<file path="config.mk">
export PLATFORM = sky130hd
export DESIGN_NAME = sram_march_bist_ctrl
export DESIGN_NICKNAME = d
export VERILOG_FILES = /design/src/rtl/sram_march_bist_ctrl.sv
export SDC_FILE = /design/constraint.sdc
export NUM_CORES = 1
export LEC_CHECK = 0
export CORE_UTILIZATION = 50
export CTS_CLUSTER_SIZE = 14
export DETAILED_ROUTE_END_ITERATION = 8
export GPL_ROUTABILITY_DRIVEN = 0
export MAX_ROUTING_LAYER = met4
export PLACE_DENSITY_LB_ADDON = 0.08
export RECOVER_POWER = 50
export SETUP_SLACK_MARGIN = 0.02
export SKIP_LAST_GASP = 1
export SYNTH_ARGS = -nofsm -noshare
export SYNTH_HDL_FRONTEND = slang
export SYNTH_SLANG_ARGS = --single-unit
</file>
<file path="constraint.sdc">
create_clock -name A_CLK -period 6.71 [get_ports A_CLK]
set_input_delay 1.0065 -clock A_CLK [delete_from_list [all_inputs] [get_ports A_CLK]]
set_output_delay 1.0065 -clock A_CLK [all_outputs]
set_load 0.005 [all_outputs]
</file>
<file path="src/rtl/sram_march_bist_ctrl.sv">
// March C- BIST initiator for a single-port SRAM macro with a BIST port.
// Issues one op per cycle, compares read-back one cycle after capture, and records the first failure.
module sram_march_bist_ctrl #(
    parameter int                        P_ADDR_WIDTH = 13,
    parameter int                        P_DATA_WIDTH = 32,
    parameter logic [P_DATA_WIDTH-1:0]   P_PATTERN    = {P_DATA_WIDTH{1'b0}}
) (
    input  logic                    A_CLK,
    input  logic                    A_RST_N,
    input  logic                    A_START,
    output logic                    A_BUSY,
    output logic                    A_DONE,
    output logic                    A_FAIL,
    output logic [P_ADDR_WIDTH-1:0] A_FAIL_ADDR,
    output logic [2:0]              A_FAIL_ELEM,
    output logic [P_DATA_WIDTH-1:0] A_FAIL_DATA,
    output logic                    A_BIST_EN,
    output logic                    A_BIST_MEN,
    output logic                    A_BIST_WEN,
    output logic                    A_BIST_REN,
    output logic [P_ADDR_WIDTH-1:0] A_BIST_ADDR,
    output logic [P_DATA_WIDTH-1:0] A_BIST_DIN,
    output logic [P_DATA_WIDTH-1:0] A_BIST_BM,
    input  logic [P_DATA_WIDTH-1:0] A_DOUT
);

    localparam logic [P_ADDR_WIDTH-1:0] ADDR_ZERO = {P_ADDR_WIDTH{1'b0}};
    localparam logic [P_ADDR_WIDTH-1:0] ADDR_MAX  = {P_ADDR_WIDTH{1'b1}};
    localparam logic [P_ADDR_WIDTH-1:0] ADDR_ONE  = {{(P_ADDR_WIDTH-1){1'b0}}, 1'b1};
    localparam logic [P_DATA_WIDTH-1:0] DATA_ZERO = {P_DATA_WIDTH{1'b0}};

    typedef enum logic [1:0] {
        ST_IDLE   = 2'd0,
        ST_RUN    = 2'd1,
        ST_DRAIN  = 2'd2,
        ST_FINISH = 2'd3
    } state_t;

    // Background written by each element: M1/M3 write ones, the rest write zeros.
    function automatic logic [P_DATA_WIDTH-1:0] write_bg(input logic [2:0] elem);
        case (elem)
            3'd1, 3'd3: write_bg = ~P_PATTERN;
            default:    write_bg = P_PATTERN;
        endcase
    endfunction

    // Background expected by the read of each element: M2/M4 read ones.
    function automatic logic [P_DATA_WIDTH-1:0] read_bg(input logic [2:0] elem);
        case (elem)
            3'd2, 3'd4: read_bg = ~P_PATTERN;
            default:    read_bg = P_PATTERN;
        endcase
    endfunction

    state_t                    state_r, nxt_state_s;
    logic [2:0]                elem_r, nxt_elem_s;
    logic [P_ADDR_WIDTH-1:0]   addr_r, nxt_addr_s;
    logic                      men_r, wen_r, ren_r;
    logic                      nxt_men_s, nxt_wen_s, nxt_ren_s;
    logic [P_DATA_WIDTH-1:0]   din_r, nxt_din_s;
    logic                      busy_r, nxt_busy_s, done_r, nxt_done_s;
    logic                      fail_r;
    logic [P_ADDR_WIDTH-1:0]   fail_addr_r;
    logic [2:0]                fail_elem_r;
    logic [P_DATA_WIDTH-1:0]   fail_data_r;
    logic                      pend_vld_r;
    logic [P_DATA_WIDTH-1:0]   pend_exp_r;
    logic [P_ADDR_WIDTH-1:0]   pend_addr_r;
    logic [2:0]                pend_elem_r;
    logic                      clear_s, capture_s, mismatch_s, down_s, last_in_elem_s;

    assign mismatch_s     = pend_vld_r && !fail_r && (A_DOUT != pend_exp_r);
    assign down_s         = (elem_r == 3'd3) || (elem_r == 3'd4);
    assign last_in_elem_s = down_s ? (addr_r == ADDR_ZERO) : (addr_r == ADDR_MAX);

    // Next-state, next-op sequencing and error-capture decisions.
    always_comb begin
        nxt_state_s = state_r;
        nxt_elem_s  = elem_r;
        nxt_addr_s  = addr_r;
        nxt_men_s   = 1'b0;
        nxt_wen_s   = 1'b0;
        nxt_ren_s   = 1'b0;
        nxt_busy_s  = busy_r;
        nxt_done_s  = done_r;
        clear_s     = 1'b0;
        capture_s   = 1'b0;
        case (state_r)
            ST_IDLE, ST_FINISH: begin
                if (A_START) begin
                    nxt_state_s = ST_RUN;
                    nxt_elem_s  = 3'd0;
                    nxt_addr_s  = ADDR_ZERO;
                    nxt_men_s   = 1'b1;
                    nxt_wen_s   = 1'b1;
                    nxt_busy_s  = 1'b1;
                    nxt_done_s  = 1'b0;
                    clear_s     = 1'b1;
                end else begin
                    nxt_state_s = state_r;
                end
            end
            ST_RUN: begin
                if (mismatch_s) begin
                    capture_s   = 1'b1;
                    nxt_state_s = ST_DRAIN;
                end else if ((elem_r == 3'd5) && (addr_r == ADDR_MAX)) begin
                    nxt_state_s = ST_DRAIN;
                end else begin
                    nxt_men_s = 1'b1;
                    if (elem_r == 3'd0) begin
                        if (addr_r == ADDR_MAX) begin
                            nxt_elem_s = 3'd1;
                            nxt_addr_s = ADDR_ZERO;
                            nxt_ren_s  = 1'b1;
                        end else begin
                            nxt_addr_s = addr_r + ADDR_ONE;
                            nxt_wen_s  = 1'b1;
                        end
                    end else if (elem_r == 3'd5) begin
                        nxt_addr_s = addr_r + ADDR_ONE;
                        nxt_ren_s  = 1'b1;
                    end else if (ren_r) begin
                        nxt_wen_s = 1'b1;
                    end else if (last_in_elem_s) begin
                        // M3 and M4 start from the top address; M2 and M5 from zero.
                        nxt_elem_s = elem_r + 3'd1;
                        nxt_addr_s = ((elem_r == 3'd2) || (elem_r == 3'd3)) ? ADDR_MAX : ADDR_ZERO;
                        nxt_ren_s  = 1'b1;
                    end else begin
                        nxt_addr_s = down_s ? (addr_r - ADDR_ONE) : (addr_r + ADDR_ONE);
                        nxt_ren_s  = 1'b1;
                    end
                end
            end
            ST_DRAIN: begin
                nxt_state_s = ST_FINISH;
                nxt_busy_s  = 1'b0;
                nxt_done_s  = 1'b1;
                capture_s   = mismatch_s;
            end
            default: begin
                nxt_state_s = ST_IDLE;
                nxt_busy_s  = 1'b0;
                nxt_done_s  = 1'b0;
            end
        endcase
        nxt_din_s = nxt_wen_s ? write_bg(nxt_elem_s) : DATA_ZERO;
    end

    // State, op outputs, compare pipeline and first-failure capture.
    always_ff @(posedge A_CLK) begin
        if (!A_RST_N) begin
            state_r     <= ST_IDLE;
            elem_r      <= 3'd0;
            addr_r      <= ADDR_ZERO;
            men_r       <= 1'b0;
            wen_r       <= 1'b0;
            ren_r       <= 1'b0;
            din_r       <= DATA_ZERO;
            busy_r      <= 1'b0;
            done_r      <= 1'b0;
            fail_r      <= 1'b0;
            fail_addr_r <= ADDR_ZERO;
            fail_elem_r <= 3'd0;
            fail_data_r <= DATA_ZERO;
            pend_vld_r  <= 1'b0;
            pend_exp_r  <= DATA_ZERO;
            pend_addr_r <= ADDR_ZERO;
            pend_elem_r <= 3'd0;
        end else begin
            state_r     <= nxt_state_s;
            elem_r      <= nxt_elem_s;
            addr_r      <= nxt_addr_s;
            men_r       <= nxt_men_s;
            wen_r       <= nxt_wen_s;
            ren_r       <= nxt_ren_s;
            din_r       <= nxt_din_s;
            busy_r      <= nxt_busy_s;
            done_r      <= nxt_done_s;
            pend_vld_r  <= ren_r;
            pend_exp_r  <= read_bg(elem_r);
            pend_addr_r <= addr_r;
            pend_elem_r <= elem_r;
            if (clear_s) begin
                fail_r      <= 1'b0;
                fail_addr_r <= ADDR_ZERO;
                fail_elem_r <= 3'd0;
                fail_data_r <= DATA_ZERO;
            end else if (capture_s) begin
                fail_r      <= 1'b1;
                fail_addr_r <= pend_addr_r;
                fail_elem_r <= pend_elem_r;
                fail_data_r <= A_DOUT;
            end else begin
                fail_r      <= fail_r;
            end
        end
    end

    assign A_BUSY      = busy_r;
    assign A_BIST_EN   = busy_r;
    assign A_DONE      = done_r;
    assign A_FAIL      = fail_r;
    assign A_FAIL_ADDR = fail_addr_r;
    assign A_FAIL_ELEM = fail_elem_r;
    assign A_FAIL_DATA = fail_data_r;
    assign A_BIST_MEN  = men_r;
    assign A_BIST_WEN  = wen_r;
    assign A_BIST_REN  = ren_r;
    assign A_BIST_ADDR = addr_r;
    assign A_BIST_DIN  = din_r;
    assign A_BIST_BM   = {P_DATA_WIDTH{men_r}};

endmodule

</file>
# --- After elaboration in Yosys (flattened, before gate mapping) ---
# Index checks and enable logic that the tools add are counted.
classes:
  n_addsub: 3
  eq_ne: 16
  muxes: 49
  n_bitwise: 2
  reduce_logical: 20
ops:
  columns: ["operator", "count"]
  rows:
  - ["13-bit two-way mux", 10]
  - ["32-bit two-way mux", 2]
  - ["32-bit != test", 1]
  - ["13-bit case mux with 2 select lines", 1]
  - ["3-bit two-way mux", 8]
  - ["1-bit two-way mux", 18]
  - ["13-bit by 1-bit adder with 13-bit output (second input constant)", 1]
  - ["13-bit == test (second input constant)", 1]
  - ["13-bit zero test", 1]
  - ["13-bit by 1-bit subtractor with 13-bit output (second input constant)", 1]
  - ["1-bit case mux with 2 select lines", 5]
  - ["3-bit by 2-bit == test with 1-bit output (second input constant)", 3]
  - ["2-bit OR reduction", 4]
  - ["3-bit == test (second input constant)", 2]
  - ["2-bit two-way mux", 3]
  - ["2-bit != test (second input constant)", 3]
  - ["2-bit case mux with 3 select lines", 1]
  - ["3-bit case mux with 2 select lines", 1]
  - ["2-bit AND reduction", 3]
  - ["5-bit AND reduction", 1]
  - ["2-bit == test (second input constant)", 2]
  - ["4-bit != test (second input constant)", 1]
  - ["2-bit nonzero test", 2]
  - ["4-bit OR reduction", 1]
  - ["other kinds (10)", 14]
word_totals:
  register_bits: 153
  out_inout_bits: 132
  elab_cells: 107

# --- Depth between registers and ports, before layout ---
# Gate-level depths: netlist of the first run.
logic_depth:
  ltp_word: 13
  depth_mapped: 11
  mapped_depth_nobuf: 9

# --- Worst setup path before layout of the first run ---
# No wires, ideal clock.
synth_path:
  kind: "input -> register"
  from: "in A_DOUT[27]"
  to: "reg addr_r[5] (netlist: A_BIST_ADDR[5])"
  arrival_ns: 3.123
  required_time_ns: 6.631
  path_slack_ns: 3.508
  cell_stages: 8
  n_path_buf: 1
  path_cell_list: "or4_1 nor4_1 o22ai_1 o311a_1 nor4_2 clkbuf_1 o21ai_0 o211ai_1"
synth_via:
  elab_chain_len: 4
synth_rtl:
  columns: ["element", "line", "text"]
  rows:
  - ["from (decl)", "24", "input logic [P_DATA_WIDTH-1:0] A_DOUT"]
  - ["32-bit != test", "72", "assign mismatch_s = pend_vld_r && !fail_r && (A_DOUT != pend_exp_r);"]
  - ["1-bit logical AND", "72", null]
  - ["2-bit != test (no line)", null, null]
  - ["5-bit AND reduction (no line)", null, null]
  - ["to (signal assigned)", "174", "addr_r <= nxt_addr_s;"]
  - ["to (decl)", "57", "logic [P_ADDR_WIDTH-1:0] addr_r, nxt_addr_s;"]
# Every way passes these cells.
# A chain may end at the register's enable or synchronous reset.

# --- Worst setup path after layout of the first run ---
layout_path:
  from: "in A_DOUT[27]"
  to: "reg addr_r[9] (netlist: A_BIST_ADDR[9])"
# Same word-level chain as after synthesis.

==> results.ini, run 1 <==
[run_status]
status=finished, final reports clean

[sta]
rsz0062_at_grt=no
hold_violations=0
post-route-min-period_ps=3646
setup_ws_ps=3064
worst_slew_pin_slew_ps=887.9
fin_tns_setup_ps=0
skew_ps=6.484
min_period_over_period_pct=54.33
maxSlewViolCount=0
setup_viol=0
max-slew-margin-rel_pct=40.72
max_clock_freq_mhz=274.3

[floorplan]
dieArea_sq_um=10160
start_util_pct=52.30
die_height_um=100.8
die_w_um=100.8
io_pins=167
num_rows=35
core_sq_um=9328

[layout]
final_util_pct=67.50
final_cell_area_sq_um=6296
area_growth_pct=29.06
drive_above_1_share_pct=5.413
nets=743
mostFrequentLayoutCell=nand2_1
n_antenna_cell=0
final_cell_mix=116 x nand2_1, 92 x dlygate4sd3_1, 91 x dfxtp_1, 74 x clkdlybuf4s50_1, 62 x a21oi_1
fillers=812

[worst_hold_path]
hp-class=reg2reg

[routing]
drc=0
wire_per_inst_um=15.27
viasPerCell=5.477
vias=4551
first_iter_violations=263
drt_wl_total_mm=12.69
drt_first_pass_iters=7
antenna_left=0

[cts]
cts_resized=0
cts_num_sinks=91
cts_root_buf=clkbuf_8
clock_path_buffers=2
h-tree-depth=3
clk-insertion-delay-late_ps=360
cts.clk_slew.worst_paths_ps=90
numCtsBuffers=9
postCtsHoldBufs=0
cts_tree=done
cts_setup_buffers=0

[setup_path]
r2r_cells=8
path_class=in2reg
endpoint=A_BIST_ADDR[9]
cp_data_arrival_time_ps=3890
required_ps=6950
r2r-end=A_BIST_ADDR[11]
r2r_start=A_BIST_ADDR[0]
critPathLaunchType=input pin
rrSetupSlack_ps=3450
crit_start=A_DOUT[27]
cp_max_fo=12
end_kind=flop

[synthesis]
yosys.area.top_type=dfxtp_1
synth_nets=661
synth_top_area_share_pct=37.34
ys_seq_elements=91
ys.flop_type=dfxtp_1
syn_inst=615
synth.distinct_cells=60
yosysWarningCount=0
ys_seq_area_share_pct=37.34
syn_area_sq_um=4878
postSynthAreaPerCell_sq_um=7.932
synth_edf_count=0
ys_async_sr_fraction_pct=0
synthTopCellsByArea=dfxtp_1 37%, buf_4 9.8%, nand2_1 8.9%

[run]
drv_cap=0

[pwr]
p_leak_nw=2.417
p_sw_uw=452.9
seqPwrFrac_pct=42.5
power_mw=1.396
swShare_pct=32.46
pwr-share-comb_pct=32.1
p_int_uw=942.6
p_clk_share_pct=25.4
ir_worst_vdd_mv=0.1144
powerDensity_nw_per_um2=221.7

[grt]
grtUsageTotal_pct=25.90
grt.overflow.total=0
grt_pass1_wl_mm=20.29
antenna_found_initial=0
grt_max_degree=50
grt_pass1_vias=4127

[placement]
hpwl_mm=9.115
io_buffers=166
dpl-instance-area_sq_um=6111
dp_slack_ps=2720

==> Yosys cell counts, drive strengths merged (6+ instances only) <==
cell type	n
inv	17
or4	8
nor3	19
clkbuf	28
o31ai	6
nand2	116
nand3	10
nor2	28
nand4	9
a22o	6
o21ai	22
and2	15
dfxtp	91
xnor2	8
a21oi	62
nor4	11
buf	72
or3	6
ha	11
==> worst max-delay path: stages <==
cell and delay, ps:
clkdlybuf4s50_1 440, or4_1 540, nor4_1 280, o22ai_1 140, o311a_1 480, o32a_1 420
o21ai_1 400, o221ai_1 160
==> sequential cells by signal, summed over array words and instances (netlist names), 2 cells and up <==
| register | flops |
|---|---|
| state_r | 2 |
| A_FAIL_DATA | 32 |
| A_BIST_ADDR | 13 |
| A_FAIL_ADDR | 13 |
| A_FAIL_ELEM | 3 |
| pend_addr_r | 13 |
| elem_r | 3 |
| pend_elem_r | 3 |
==> cell families (layout without fill, tap and decap cells) <==
group                    count (synthesis)  in the layout  synth area share, %
adder cells (fa/ha/maj)                 11             11                2.821
flip-flops                              91             91                37.34
AND/OR/NAND/NOR                        240            240                23.78
multiplexers                             7              7                1.590
XOR/XNOR                                12             12                2.154
AO/OA/AOI/OAI                          137            137                18.13
buffers and inverters                  117            204                14.18
==> power by group through the flow <==
stage / combinational [mW] / sequential (mW) / clock (mW)
after CTS: 0.451 / 0.595 / 0.358
after detailed placement: 0.449 / 0.608 / 0
after floorplan: 0.306 / 0.600 / 0
final: 0.448 / 0.593 / 0.355
after global routing: 0.483 / 0.599 / 0.380
after global placement: 0.439 / 0.605 / 0
==> layout make-up <==
class	instances	area, sq um	area share (%)
clock buffer	10	137.6	2.186
timing repair buffer	171	1699	26.99
sequential	91	1822	28.93
tap	129	161.4	2.564
clock inverter	6	47.55	0.7552
multi-input combinational	407	2365	37.56
inverter	17	63.81	1.014
==> how the worst min path moves through the flow <==
stage | cells past startpoint | startpoint | to
after floorplan | 2 | pend_addr_r[0] | A_FAIL_ADDR[0]
after global placement | 2 | pend_addr_r[1] | A_FAIL_ADDR[1]
after detailed placement | 2 | pend_addr_r[1] | A_FAIL_ADDR[1]
after CTS | 2 | pend_addr_r[1] | A_FAIL_ADDR[1]
after global routing | 2 | pend_addr_r[1] | A_FAIL_ADDR[1]
final | 2 | pend_addr_r[8] | A_FAIL_ADDR[8]
==> layer usage <==
metal	up-vias	share of wire [%]	GRT usage, %
li1	2231	-	-
met1	2094	43	33.00
met5	-	0	-
met3	15	8.4	4.438
met2	211	47	41.73
met4	0	1.3	8.696
==> per-stage QoR <==
step	std cells	hold slack, ps
global route	831	444.8
detailed placement	815	424.1
CTS	831	438.4
global placement	815	422.2
finish	831	434.6
floorplan	615	417.4
Power figures use the tool's default switching activity.
==> inputs of run 2 (changes only) <==
--- a/config.mk
+++ b/config.mk
@@ -5,7 +5,7 @@
 export SDC_FILE = /design/constraint.sdc
 export NUM_CORES = 1
 export LEC_CHECK = 0
-export CORE_UTILIZATION = 50
+export CORE_UTILIZATION = 46
 export CTS_CLUSTER_SIZE = 14
 export DETAILED_ROUTE_END_ITERATION = 8
 export GPL_ROUTABILITY_DRIVEN = 0
==> constraint.sdc (replaced) <==
create_clock -name A_CLK -period 3.5 [get_ports A_CLK]
set_input_delay 0.525 -clock A_CLK [delete_from_list [all_inputs] [get_ports A_CLK]]
set_output_delay 0.525 -clock A_CLK [all_outputs]
set_load 0.005 [all_outputs]
==> run 2 against run 1 <==
Final cell count increased by 2.6%. Sequential share of layout area shrank 0.62 points. Routed wire length grew 0.27%. Total power up 92%. Highest routed layer unchanged. Clock power up 100%. Combinational power rose by 84%. Critical endpoint is now A_BIST_ADDR[11]. Worst setup slack got worse by 2700 ps. Largest power group unchanged.
==> results.ini, run 2 (synthesized netlist as in run 1, its figures left out) <==
[run_status]
status=finished, final reports clean

[grt]
use_met2_pct=37.56
grt.overflow.total=0
grt_max_degree=47
grt_pass1_vias=4232
grt_pass1_wl_mm=20.96
top_usage_layer=met2
use_met3_pct=2.932
grtUsageMet1_pct=32.07
grtUsageTotal_pct=24.23
antenna_found_initial=0

[sta]
fin_tns_setup_ps=0
hold_violations=0
max-slew-margin-rel_pct=40.36
max_clock_freq_mhz=318.6
post-route-min-period_ps=3139
worst_slew_pin_slew_ps=893.4
skew_ps=10.30
min_period_over_period_pct=89.67
maxSlewViolCount=0
setup_viol=0
rsz0062_at_grt=no

[setup_path]
critPathTopFamily=simple AND/OR/NAND/NOR gates
path_class=reg2reg
crit_path_cell_trace=ha_1, nand4_1, or4_1, a22oi_1, buf_4, a21oi_1, or3_1, o211ai_1, a22o_1
crit_slowest_cell=or4_1
crit_buf_inv=1
cp_max_fo=7
critPathLaunchType=flop
cp_data_arrival_time_ps=3450
critPathMaxStageDelay_ps=680
required_ps=3810
cp.depth=9
r2r_cells=9
end_kind=flop

[floorplan]
core_sq_um=10320
dieArea_sq_um=11020
num_rows=37
die_w_um=105.0
die_height_um=105.0
io_pins=167
start_util_pct=47.25

[placement]
dp_cells=837
hpwl_mm=9.366
io_buffers=166

[pwr]
ir_worst_vdd_mv=0.3426
powerDensity_nw_per_um2=416.7
p_leak_nw=2.424

[routing]
drt_wl_total_mm=12.72
drt_first_pass_iters=5
first_iter_violations=345
viasPerCell=5.356
antenna_left=0
drc=0
wire_per_inst_um=14.92
vias=4569

[cts]
cts_tree=done
cts_num_sinks=91
numCtsBuffers=9
cts_root_buf=clkbuf_8
cts_resized=0
clock_path_buffers=2
cts_setup_buffers=0
postCtsHoldBufs=0
clk-insertion-delay-late_ps=360
cts.clk_slew.worst_paths_ps=90
h-tree-depth=3

[layout]
drive_above_1_share_pct=6.555
nets=758
mostFrequentLayoutCell=nand2_1
stdcell_count=853
final_cell_mix=116 x nand2_1, 91 x dfxtp_1, 86 x dlygate4sd3_1, 80 x clkdlybuf4s50_1, 62 x a21oi_1
largest_reg_flops=32
n_antenna_cell=0
area_growth_pct=31.88

[worst_hold_path]
min_path_cells=2
hp-class=reg2reg

[run]
drv_cap=0

## run 2: cell count changes in the layout (fill, tap and decap cells not counted), moves of 2 or more
cell / change
buf_4: +6
clkbuf_1: +7
and2_0: +2
clkdlybuf4s50_1: +6
dlygate4sd3_1: -6
buf_12: +2
and2_1: -3
## run 2: through the flow
step / instance area (sq um) / total power [mW] / utilization, % / hold slack (ps) / worst slack, ps
2_1_floorplan: 4878 / 1.738 / - / 417.4 / 779.3
3_3_place_gp: 6259 / 2.018 / 60.62 / 422.5 / 163.7
3_5_place_dp: 6259 / 2.036 / 60.62 / 427.4 / 76.63
4_1_cts: 6460 / 2.760 / 62.57 / 441.3 / 425.4
5_1_grt: 6434 / 2.840 / 62.32 / 452.4 / 268.4
6_report: 6434 / 2.681 / 62.32 / 435.6 / 361.4
## run 2: path summary, 6_finish.rpt
check,slack [ps],to,startpoint
min,440,A_FAIL_ELEM[2],pend_elem_r[2]
max,360,A_BIST_ADDR[11],A_BIST_ADDR[0]
max reg2reg,360,A_BIST_ADDR[11],A_BIST_ADDR[0]
min reg2reg,440,A_FAIL_ELEM[2],pend_elem_r[2]
## run 2: layout make-up
cell class	instances	area, sq um
Fill cell	931	3890
Multi-Input combinational cell	407	2366
Sequential cell	91	1822
Timing Repair Buffer	186	1810
Tap cell	136	170.2
Clock buffer	9	123.9
Clock inverter	7	77.57
Inverter	17	63.81
## run 2: per-layer routing
| layer | vias to the layer above | routed length [um] |
|---|---|---|
| li1 | 2255 | - |
| met1 | 2096 | 5765 |
| met2 | 199 | 5801 |
| met3 | 19 | 959 |
| met4 | 0 | 197 |
| met5 | - | 0 |
## run 2: tightest hold or removal path, cell delays in order, from the launching register on
cell,delay [ps]
dfxtp_1,310
nand2_1,50
a21oi_1,50
## run 2: where the power goes
part	internal (mW)	leakage (nW)	switching, mW	total [mW]
Combinational	0.426	1.59	0.398	0.824
Sequential	1.07	0.734	0.0596	1.13
Clock	0.335	0.0998	0.390	0.725
Total	1.83	2.42	0.848	2.68
==> inputs of run 3 (changes only) <==
--- a/config.mk
+++ b/config.mk
@@ -6,6 +6,7 @@
 export NUM_CORES = 1
 export LEC_CHECK = 0
 export CORE_UTILIZATION = 46
+export CTS_CLUSTER_DIAMETER = 40
 export CTS_CLUSTER_SIZE = 14
 export DETAILED_ROUTE_END_ITERATION = 8
 export GPL_ROUTABILITY_DRIVEN = 0
==> results of run 3 <==
No change in the layout: final DEF, timing and power equal those of run 2.
